File: src/rtl/mem_port_arbiter_if.sv
// Fetch, load/store and memory-side signals of the memory port arbiter.
// master is the arbiter's view; slave is the view of the core and memory around it.
interface mem_port_arbiter_if #(
    parameter int unsigned ADDR_W = 32,
    parameter int unsigned DATA_W = 32
);
    localparam int unsigned BE_W = DATA_W / 8;

    logic              i_req;
    logic [ADDR_W-1:0] i_addr;
    logic              i_gnt;
    logic              i_rvalid;
    logic [DATA_W-1:0] i_rdata;

    logic              d_req;
    logic              d_we;
    logic [BE_W-1:0]   d_be;
    logic [ADDR_W-1:0] d_addr;
    logic [DATA_W-1:0] d_wdata;
    logic              d_gnt;
    logic              d_rvalid;
    logic [DATA_W-1:0] d_rdata;

    logic              mem_req;
    logic              mem_we;
    logic [BE_W-1:0]   mem_be;
    logic [ADDR_W-1:0] mem_addr;
    logic [DATA_W-1:0] mem_wdata;
    logic              mem_gnt;
    logic              mem_rvalid;
    logic [DATA_W-1:0] mem_rdata;

    logic              busy;

    modport master (
        input  i_req, i_addr,
        output i_gnt, i_rvalid, i_rdata,
        input  d_req, d_we, d_be, d_addr, d_wdata,
        output d_gnt, d_rvalid, d_rdata,
        output mem_req, mem_we, mem_be, mem_addr, mem_wdata,
        input  mem_gnt, mem_rvalid, mem_rdata,
        output busy
    );

    modport slave (
        output i_req, i_addr,
        input  i_gnt, i_rvalid, i_rdata,
        output d_req, d_we, d_be, d_addr, d_wdata,
        input  d_gnt, d_rvalid, d_rdata,
        input  mem_req, mem_we, mem_be, mem_addr, mem_wdata,
        output mem_gnt, mem_rvalid, mem_rdata,
        input  busy
    );
endinterface

File: src/rtl/mem_port_arbiter.sv
// Shares one single-ported memory between instruction fetch and load/store, one transaction
// in flight. Load/store wins by default; a starvation counter forces a fetch grant.
module mem_port_arbiter #(
    parameter int unsigned ADDR_W     = 32,
    parameter int unsigned DATA_W     = 32,
    parameter int unsigned STARVE_MAX = 4
) (
    input  logic               clk,
    input  logic               rst,
    mem_port_arbiter_if.master bus
);
    localparam int unsigned      BE_W       = DATA_W / 8;
    localparam int unsigned      CNT_W      = $clog2(STARVE_MAX + 1);
    localparam logic [CNT_W-1:0] STARVE_LIM = CNT_W'(STARVE_MAX);

    typedef enum logic [1:0] {
        IDLE  = 2'd0,
        ISSUE = 2'd1,
        WAIT  = 2'd2
    } state_e;

    state_e            state_q,     state_d;
    logic              owner_d_q,   owner_d_d;
    logic [CNT_W-1:0]  starve_q,    starve_d;
    logic              mem_we_q,    mem_we_d;
    logic [BE_W-1:0]   mem_be_q,    mem_be_d;
    logic [ADDR_W-1:0] mem_addr_q,  mem_addr_d;
    logic [DATA_W-1:0] mem_wdata_q, mem_wdata_d;
    logic              i_rvalid_q,  i_rvalid_d;
    logic              d_rvalid_q,  d_rvalid_d;
    logic [DATA_W-1:0] i_rdata_q,   i_rdata_d;
    logic [DATA_W-1:0] d_rdata_q,   d_rdata_d;

    logic arb_c;
    logic d_pick_c;
    logic i_pick_c;
    logic resp_c;

    // Arbitration, transaction latch and response routing
    always_comb begin
        state_d     = state_q;
        owner_d_d   = owner_d_q;
        starve_d    = starve_q;
        mem_we_d    = mem_we_q;
        mem_be_d    = mem_be_q;
        mem_addr_d  = mem_addr_q;
        mem_wdata_d = mem_wdata_q;
        i_rvalid_d  = 1'b0;
        d_rvalid_d  = 1'b0;
        i_rdata_d   = i_rdata_q;
        d_rdata_d   = d_rdata_q;

        // Grants are held off while reset is asserted so none leak out during reset.
        arb_c    = rst && (state_q == IDLE);
        d_pick_c = arb_c && bus.d_req && !(bus.i_req && (starve_q == STARVE_LIM));
        i_pick_c = arb_c && bus.i_req && !d_pick_c;
        resp_c   = bus.mem_rvalid &&
                   (((state_q == ISSUE) && bus.mem_gnt) || (state_q == WAIT));

        case (state_q)
            IDLE:    if (d_pick_c || i_pick_c) state_d = ISSUE;
            ISSUE:   if (bus.mem_gnt) state_d = resp_c ? IDLE : WAIT;
            WAIT:    if (resp_c) state_d = IDLE;
            default: state_d = IDLE;
        endcase

        if (d_pick_c) begin
            owner_d_d   = 1'b1;
            mem_we_d    = bus.d_we;
            mem_be_d    = bus.d_be;
            mem_addr_d  = bus.d_addr;
            mem_wdata_d = bus.d_wdata;
            if (bus.i_req && (starve_q != STARVE_LIM)) starve_d = starve_q + CNT_W'(1);
        end
        if (i_pick_c) begin
            owner_d_d   = 1'b0;
            mem_we_d    = 1'b0;
            mem_be_d    = '1;
            mem_addr_d  = bus.i_addr;
            mem_wdata_d = '0;
            starve_d    = '0;
        end

        if (resp_c) begin
            if (owner_d_q) begin
                d_rdata_d  = bus.mem_rdata;
                d_rvalid_d = 1'b1;
            end else begin
                i_rdata_d  = bus.mem_rdata;
                i_rvalid_d = 1'b1;
            end
        end
    end

    always_ff @(posedge clk) begin
        if (!rst) begin
            state_q     <= IDLE;
            owner_d_q   <= 1'b0;
            starve_q    <= '0;
            mem_we_q    <= 1'b0;
            mem_be_q    <= '0;
            mem_addr_q  <= '0;
            mem_wdata_q <= '0;
            i_rvalid_q  <= 1'b0;
            d_rvalid_q  <= 1'b0;
            i_rdata_q   <= '0;
            d_rdata_q   <= '0;
        end else begin
            state_q     <= state_d;
            owner_d_q   <= owner_d_d;
            starve_q    <= starve_d;
            mem_we_q    <= mem_we_d;
            mem_be_q    <= mem_be_d;
            mem_addr_q  <= mem_addr_d;
            mem_wdata_q <= mem_wdata_d;
            i_rvalid_q  <= i_rvalid_d;
            d_rvalid_q  <= d_rvalid_d;
            i_rdata_q   <= i_rdata_d;
            d_rdata_q   <= d_rdata_d;
        end
    end

    assign bus.i_gnt     = i_pick_c;
    assign bus.d_gnt     = d_pick_c;
    assign bus.i_rvalid  = i_rvalid_q;
    assign bus.i_rdata   = i_rdata_q;
    assign bus.d_rvalid  = d_rvalid_q;
    assign bus.d_rdata   = d_rdata_q;
    assign bus.mem_req   = (state_q == ISSUE);
    assign bus.mem_we    = mem_we_q;
    assign bus.mem_be    = mem_be_q;
    assign bus.mem_addr  = mem_addr_q;
    assign bus.mem_wdata = mem_wdata_q;
    assign bus.busy      = (state_q != IDLE);
endmodule

File: src/flat_wrapper.sv
// flat-port wrapper written by rule: the top's interface ports become plain ports
module mem_port_arbiter_flat 
#(
    parameter int unsigned ADDR_W     = 32,
    parameter int unsigned DATA_W     = 32,
    parameter int unsigned STARVE_MAX = 4
)
  (clk, rst, bus_i_req, bus_i_addr, bus_i_gnt, bus_i_rvalid, bus_i_rdata, bus_d_req, bus_d_we, bus_d_be, bus_d_addr, bus_d_wdata, bus_d_gnt, bus_d_rvalid, bus_d_rdata, bus_mem_req, bus_mem_we, bus_mem_be, bus_mem_addr, bus_mem_wdata, bus_mem_gnt, bus_mem_rvalid, bus_mem_rdata, bus_busy);
  mem_port_arbiter_if #(.ADDR_W(ADDR_W), .DATA_W(DATA_W)) bus_i ();
  input  logic clk;
  input  logic rst;
  input wire logic [$bits(bus_i.i_req)-1:0] bus_i_req;
  input wire logic [$bits(bus_i.i_addr)-1:0] bus_i_addr;
  output wire logic [$bits(bus_i.i_gnt)-1:0] bus_i_gnt;
  output wire logic [$bits(bus_i.i_rvalid)-1:0] bus_i_rvalid;
  output wire logic [$bits(bus_i.i_rdata)-1:0] bus_i_rdata;
  input wire logic [$bits(bus_i.d_req)-1:0] bus_d_req;
  input wire logic [$bits(bus_i.d_we)-1:0] bus_d_we;
  input wire logic [$bits(bus_i.d_be)-1:0] bus_d_be;
  input wire logic [$bits(bus_i.d_addr)-1:0] bus_d_addr;
  input wire logic [$bits(bus_i.d_wdata)-1:0] bus_d_wdata;
  output wire logic [$bits(bus_i.d_gnt)-1:0] bus_d_gnt;
  output wire logic [$bits(bus_i.d_rvalid)-1:0] bus_d_rvalid;
  output wire logic [$bits(bus_i.d_rdata)-1:0] bus_d_rdata;
  output wire logic [$bits(bus_i.mem_req)-1:0] bus_mem_req;
  output wire logic [$bits(bus_i.mem_we)-1:0] bus_mem_we;
  output wire logic [$bits(bus_i.mem_be)-1:0] bus_mem_be;
  output wire logic [$bits(bus_i.mem_addr)-1:0] bus_mem_addr;
  output wire logic [$bits(bus_i.mem_wdata)-1:0] bus_mem_wdata;
  input wire logic [$bits(bus_i.mem_gnt)-1:0] bus_mem_gnt;
  input wire logic [$bits(bus_i.mem_rvalid)-1:0] bus_mem_rvalid;
  input wire logic [$bits(bus_i.mem_rdata)-1:0] bus_mem_rdata;
  output wire logic [$bits(bus_i.busy)-1:0] bus_busy;
  assign bus_i.i_req = bus_i_req;
  assign bus_i.i_addr = bus_i_addr;
  assign bus_i_gnt = bus_i.i_gnt;
  assign bus_i_rvalid = bus_i.i_rvalid;
  assign bus_i_rdata = bus_i.i_rdata;
  assign bus_i.d_req = bus_d_req;
  assign bus_i.d_we = bus_d_we;
  assign bus_i.d_be = bus_d_be;
  assign bus_i.d_addr = bus_d_addr;
  assign bus_i.d_wdata = bus_d_wdata;
  assign bus_d_gnt = bus_i.d_gnt;
  assign bus_d_rvalid = bus_i.d_rvalid;
  assign bus_d_rdata = bus_i.d_rdata;
  assign bus_mem_req = bus_i.mem_req;
  assign bus_mem_we = bus_i.mem_we;
  assign bus_mem_be = bus_i.mem_be;
  assign bus_mem_addr = bus_i.mem_addr;
  assign bus_mem_wdata = bus_i.mem_wdata;
  assign bus_i.mem_gnt = bus_mem_gnt;
  assign bus_i.mem_rvalid = bus_mem_rvalid;
  assign bus_i.mem_rdata = bus_mem_rdata;
  assign bus_busy = bus_i.busy;
  mem_port_arbiter #(.ADDR_W(ADDR_W), .DATA_W(DATA_W), .STARVE_MAX(STARVE_MAX)) u_core (.clk(clk), .rst(rst), .bus(bus_i));
endmodule
File: config.mk
export PLATFORM = sky130hd
export DESIGN_NAME = mem_port_arbiter_flat
export DESIGN_NICKNAME = d
export VERILOG_FILES = /design/src/rtl/mem_port_arbiter_if.sv /design/src/rtl/mem_port_arbiter.sv /design/src/flat_wrapper.sv
export SDC_FILE = /design/constraint.sdc
export NUM_CORES = 1
export LEC_CHECK = 0
export CAP_MARGIN = 20
export CORE_MARGIN = 4
export CORE_UTILIZATION = 37
export DETAILED_ROUTE_END_ITERATION = 16
export PLACE_DENSITY = 0.83
export SYNTH_ARGS = -nofsm -noshare
export SYNTH_HDL_FRONTEND = slang
export SYNTH_SLANG_ARGS = --single-unit
File: constraint.sdc
create_clock -name clk -period 1.7 [get_ports clk]
set_input_delay 0.34 -clock clk [delete_from_list [all_inputs] [get_ports clk]]
set_output_delay 0.34 -clock clk [all_outputs]
set_load 0.01 [all_outputs]
After elaboration in Yosys (flattened, before gate mapping)
Cells that the tools add are included.
{"block": "totals", "ff_bits": 141, "latch_bits": 0, "ram_bits": 0, "mem_bits_ro": 0, "in_bits": 139, "mem_count": 0}
{"block": "op_classes", "n_addsub": 1, "mul": 0, "div": 0, "order_cmp": 0, "eq_ne": 7, "n_shift": 0, "mux": 11, "bitwise_logic": 2, "reduce_logical": 22}
{"cell": "two-way mux 32 bit", "n": 2}
{"cell": "logical AND 1 bit", "n": 9}
{"cell": "two-way mux 2 bit", "n": 4}
{"cell": "two-way mux 4 bit", "n": 2}
{"cell": "AND reduction 2 bit", "n": 4}
{"cell": "one-hot mux 2 bit (3 select lines)", "n": 1}
{"cell": "!= test 2 x 1 -> 1 bit (second input constant)", "n": 2}
{"cell": "nonzero test 2 bit", "n": 2}
{"cell": "adder 3 x 1 -> 3 bit (second input constant)", "n": 1}
{"cell": "equality test 3 bit (second input constant)", "n": 1}
{"cell": "!= test 3 bit (second input constant)", "n": 1}
{"cell": "AND reduction 3 bit", "n": 1}
{"cell": "equality test 2 x 1 -> 1 bit (second input constant)", "n": 1}
{"cell": "equality test 2 bit (second input constant)", "n": 1}
{"cell": "zero test 1 bit", "n": 2}
{"cell": "zero test 2 bit", "n": 1}
{"cell": "logical OR 1 bit", "n": 2}
{"cell": "two-way mux 1 bit", "n": 2}
{"cell": "!= test 2 bit (second input constant)", "n": 1}
{"cell": "inverter 1 bit", "n": 2}
{"cell": "OR reduction 2 bit", "n": 1}

Depth between registers and ports, before layout
{"block": "logic_depth", "word_depth": 9, "depth_mapped": 7, "ltp_nobuf": 5}

Worst setup path before layout
No wires, ideal clock.
{"block": "synth_timing", "path_type": "register to register", "startpoint": "register u_core.starve_q[0]", "endpoint": "register u_core.mem_addr_q[10], in the netlist u_core.bus.mem_addr[10]", "setup_ns": 0.134, "arrival_time_ns": 1.524, "required_ns": 1.566, "slack_ns": 0.042, "stages_incl_launch_ff": 7, "n_path_buf": 1, "period_less_slack_ns": 1.658, "path_cell_list": "dfxtp_1 -> inv_1 -> ha_1 -> a21bo_2 -> clkbuf_1 -> a2111oi_0 -> nor4b_1"}
{"block": "synth_via", "elab_chain_cells": 7}
{"element": "start: declaration", "line_no": "mem_port_arbiter.sv:24", "text": "logic [CNT_W-1:0] starve_q, starve_d;"}
{"element": "start signal: assignment", "line_no": "mem_port_arbiter.sv:111", "text": "starve_q <= starve_d;"}
{"element": "equality test 3 bit *", "line_no": "mem_port_arbiter.sv:55", "text": "d_pick_c = arb_c && bus.d_req && !(bus.i_req && (starve_q == STARVE_LIM));"}
{"element": "logical AND 1 bit *", "line_no": "mem_port_arbiter.sv:55"}
{"element": "zero test 1 bit *", "line_no": "mem_port_arbiter.sv:55"}
{"element": "logical AND 1 bit *", "line_no": "mem_port_arbiter.sv:55"}
{"element": "zero test 1 bit", "line_no": "mem_port_arbiter.sv:56", "text": "i_pick_c = arb_c && bus.i_req && !d_pick_c;"}
{"element": "logical AND 1 bit", "line_no": "mem_port_arbiter.sv:56"}
{"element": "two-way mux 32 bit / nonzero test 2 bit (equally long branches)"}
{"element": "end signal: assignment", "line_no": "mem_port_arbiter.sv:114", "text": "mem_addr_q <= mem_addr_d;"}
{"element": "end: declaration", "line_no": "mem_port_arbiter.sv:27", "text": "logic [ADDR_W-1:0] mem_addr_q, mem_addr_d;"}
Every way passes the cells marked *; elsewhere a longest branch is shown, timed or not.
A chain may end at the register's enable or synchronous reset.

Worst setup path after layout
{"block": "layout_timing", "startpoint": "register u_core.starve_q[0]", "endpoint": "register u_core.mem_addr_q[20], in the netlist u_core.bus.mem_addr[20]"}
Same word-level chain as after synthesis.

==> flow_metrics.tcl <==
set metrics [dict create \
    synth_edf_count 0 \
    hold_viol_final 0 \
    n_fill_cell 1302 \
    critical_path.cell_chain "inv_2 > ha_4 > buf_4 > a21bo_4 > a2111oi_0 > nor4b_1" \
    fmax_mhz 582 \
    hold_class "in -> reg" \
    worst_slack_ps -18.3 \
    layout.nets 1042 \
    layout_min_cycle_time_ps 1720 \
    ff_latch_area_um2 2830 \
    multi_input_area_um2 2790 \
    rrSetupSlack_ps -20 \
    die_area_um2 17800 \
    core_um2 15300 \
    ir_drop_mv 0.687 \
    grt_max_degree 77 \
    wl_per_cell_um 16.9 \
    status "finished, violations left" \
    pre_cts_slack_ps -442 \
    fp-row-count 45 \
    arrival_ps 1990 \
    cts_made_buffers 17 \
    cts_tree "done" \
    syn_inst 628 \
    ys_seq_area_share_pct 48.5 \
    drv_cap 0 \
    p_leak_nw 3.41 \
    synth-compound-area-share_pct 15.5 \
    max_stage_delay_ps 450 \
    end_kind "register" \
    postSynthAreaPerCell_um2 9.26 \
    synth_top_family_by_area "simple AND/OR/NAND/NOR gates" \
    yosysUniqueCellTypes 46 \
    routed_wl_um 19000 \
    synth_fa_ha_area_share_pct 0.430 \
    worst_path_max_delay_cell "a2111oi_0" \
    synth_xor_area_share_pct 0.151 \
    n_antenna_cell 0 \
    gp_congestion 0.792 \
    die_h_um 133 \
    relSlewSlack_pct 51.9 \
    setup.worst_path.start "u_core.starve_q[0]" \
    insertion_delay_ps 410 \
    vias 5860 \
    fin_skew_ps 5.87 \
    synth_flop_cell "dfxtp_1" \
    ios 278 \
    antenna_found_initial 1 \
    start_util_pct 38.0 \
    grt_usage_pct 20.5 \
    grt_pass1_wl_um 29500 \
    drc 0 \
    overflow 0 \
    cp.required_ps 1970 \
    final_antenna_net_count 0 \
    path_clk_slew_ps 60 \
    cts_hold_buf 0 \
    yosys_warnings 0 \
    drv_slew 0 \
    detail_route.iter0.violations 383 \
    min_from "rst" \
    die_w_um 133 \
    vias_per_cell 5.21 \
    syn_nets 769 \
    cts_root_buffer "clkbuf_16" \
    async_reset_ff_share_pct 0 \
    cp_max_fo 25 \
    syn_area_um2 5820 \
    layout-drive-gt1-share_pct 10.8 \
    finalSetupViolations 2 \
    cts_max_level 4 \
    post-route-period-util_pct 101 \
    p_per_area_nw_per_um2 923 \
    synthMuxAreaShare_pct 11.0 \
    ys_ff_latch 141 \
    clock_path_buffers 2 \
    path_class "reg -> reg" \
    synth_simple_gate_area_share_pct 19.1 \
    fin_area_um2 9650 \
    violations "setup timing" \
    r2r-start "u_core.starve_q[0]" \
    tightest_slew_ps 722 \
    grt_setup_unrepaired "true" \
    portBuffers 277 \
    numClockSinks 141 \
    grt_pass1_vias 5690 \
    postPlaceCellArea_um2 8940 \
    start_kind "register" \
    dp_hpwl_um 13400 \
    dr.pass1.iters 5 \
    synthToLayoutAreaGrowth_pct 65.9 \
]
-- where the power goes --
part | switching [mW] | leakage [nW] | total (mW) | internal [mW]
Sequential | 0.0897 | 1.15 | 3.56 | 3.47
Combinational | 0.636 | 1.97 | 1.47 | 0.834
Clock | 1.46 | 0.292 | 3.87 | 2.41
-- sequential cells by signal, summed over array words and instances, names as in the netlist --
| name | cells |
|---|---|
| u_core.bus.d_rvalid | 1 |
| u_core.state_q | 2 |
| u_core.bus.mem_addr | 32 |
| u_core.bus.i_rdata | 32 |
| u_core.bus.d_rdata | 32 |
| u_core.bus.i_rvalid | 1 |
| u_core.owner_d_q | 1 |
| u_core.bus.mem_we | 1 |
| u_core.bus.mem_be | 4 |
| u_core.bus.mem_wdata | 32 |
| u_core.starve_q | 3 |
-- area by class of cell --
type                    count  area share [%]
inverters                   4           0.156
multi-input cells         424            28.9
clock buffers              21            4.77
flip-flops and latches    141            29.3
clock inverters            11            1.65
repair buffers            313            32.5
well taps                 211            2.74
-- routing by layer --
metal	up-vias	part of all wire [%]	GRT usage (%)
li1	2813	-	-
met1	2756	41	24.6
met2	236	48	33.9
met3	53	6.8	5.36
met4	2	4.0	10.1
met5	-	0.068	0
-- synth_stat cells, types with 2 or more instances --
master | instances | share of area [%]
dfxtp_1 | 141 | 49
nand2_1 | 100 | 6.5
mux2i_1 | 64 | 11
a21oi_1 | 60 | 5.2
nand3_1 | 34 | 2.9
clkbuf_1 | 26 | 1.7
o21ai_0 | 26 | 2.2
a2111oi_0 | 25 | 3.8
nor3_1 | 25 | 2.2
nor4b_1 | 25 | 3.8
buf_2 | 18 | 1.5
and3_1 | 10 | 1.1
buf_4 | 10 | 1.3
o21ai_1 | 8 | 0.69
a221o_1 | 7 | 1.2
a21boi_0 | 4 | 0.52
inv_1 | 4 | 0.26
nor2_1 | 4 | 0.26
buf_1 | 3 | 0.19
nand2b_1 | 3 | 0.32
a21oi_2 | 2 | 0.30
and2_1 | 2 | 0.22
ha_1 | 2 | 0.43
o221a_2 | 2 | 0.39
o31a_1 | 2 | 0.30
-- cell families (layout without fill, tap and decap cells) --
logic type               after synthesis  after routing
multiplexers                          64             64
XOR/XNOR                               1              1
flip-flops                           141            141
AO/OA/AOI/OAI                        141            141
buffers and inverters                 63            349
AND/OR/NAND/NOR                      216            216
adder cells (fa/ha/maj)                2              2
-- path summary, 6_finish.rpt --
kind,end,depth (start not counted)
worst min-delay path,u_core.starve_q[2],3
worst max register to register,u_core.bus.mem_addr[20],6
worst min register to register,u_core.bus.i_rdata[30],2
worst max-delay path,u_core.bus.mem_addr[20],6
-- metrics by stage --
step	setup TNS (ps)	utilization [%]	cells	total power, mW	hold slack, ps
floorplan	0	-	628	4.22	450
global placement	-26030	58.4	1092	5.06	441
detailed placement	-29600	58.4	1092	5.08	446
CTS	0	62.6	1125	8.96	355
global route	-1110	63.0	1125	9.25	390
finish	-33.5	63.0	1125	8.90	384
-- placed cells by master, fill, tap and decap left out, types with 10 or more instances in the layout --
| cell | n |
|---|---|
| a21oi_1 | 60 |
| nand2_1 | 99 |
| buf_4 | 29 |
| and3_1 | 10 |
| o21ai_0 | 26 |
| clkdlybuf4s50_1 | 266 |
| dfxtp_1 | 137 |
| mux2i_1 | 64 |
| clkbuf_16 | 17 |
| nor4b_1 | 25 |
| nor3_1 | 25 |
| nand3_1 | 33 |
| a2111oi_1 | 12 |
-- timing repair --
item	4_1_cts	5_1_grt
setup endpoints to repair	38	29
pin swaps	4	3
setup buffers	1	0
gates resized for setup	33	23
cloned	0	0
-- critical path: cells and delay by family, from the launching register on --
family                   cells  cell delay (ps)
AO/OA/AOI/OAI                2              770
adder cells (fa/ha/maj)      1              170
buffers and inverters        2              190
flip-flops                   1              340
AND/OR/NAND/NOR              1              110
Note: power is estimated with default switching activity, not from simulation.
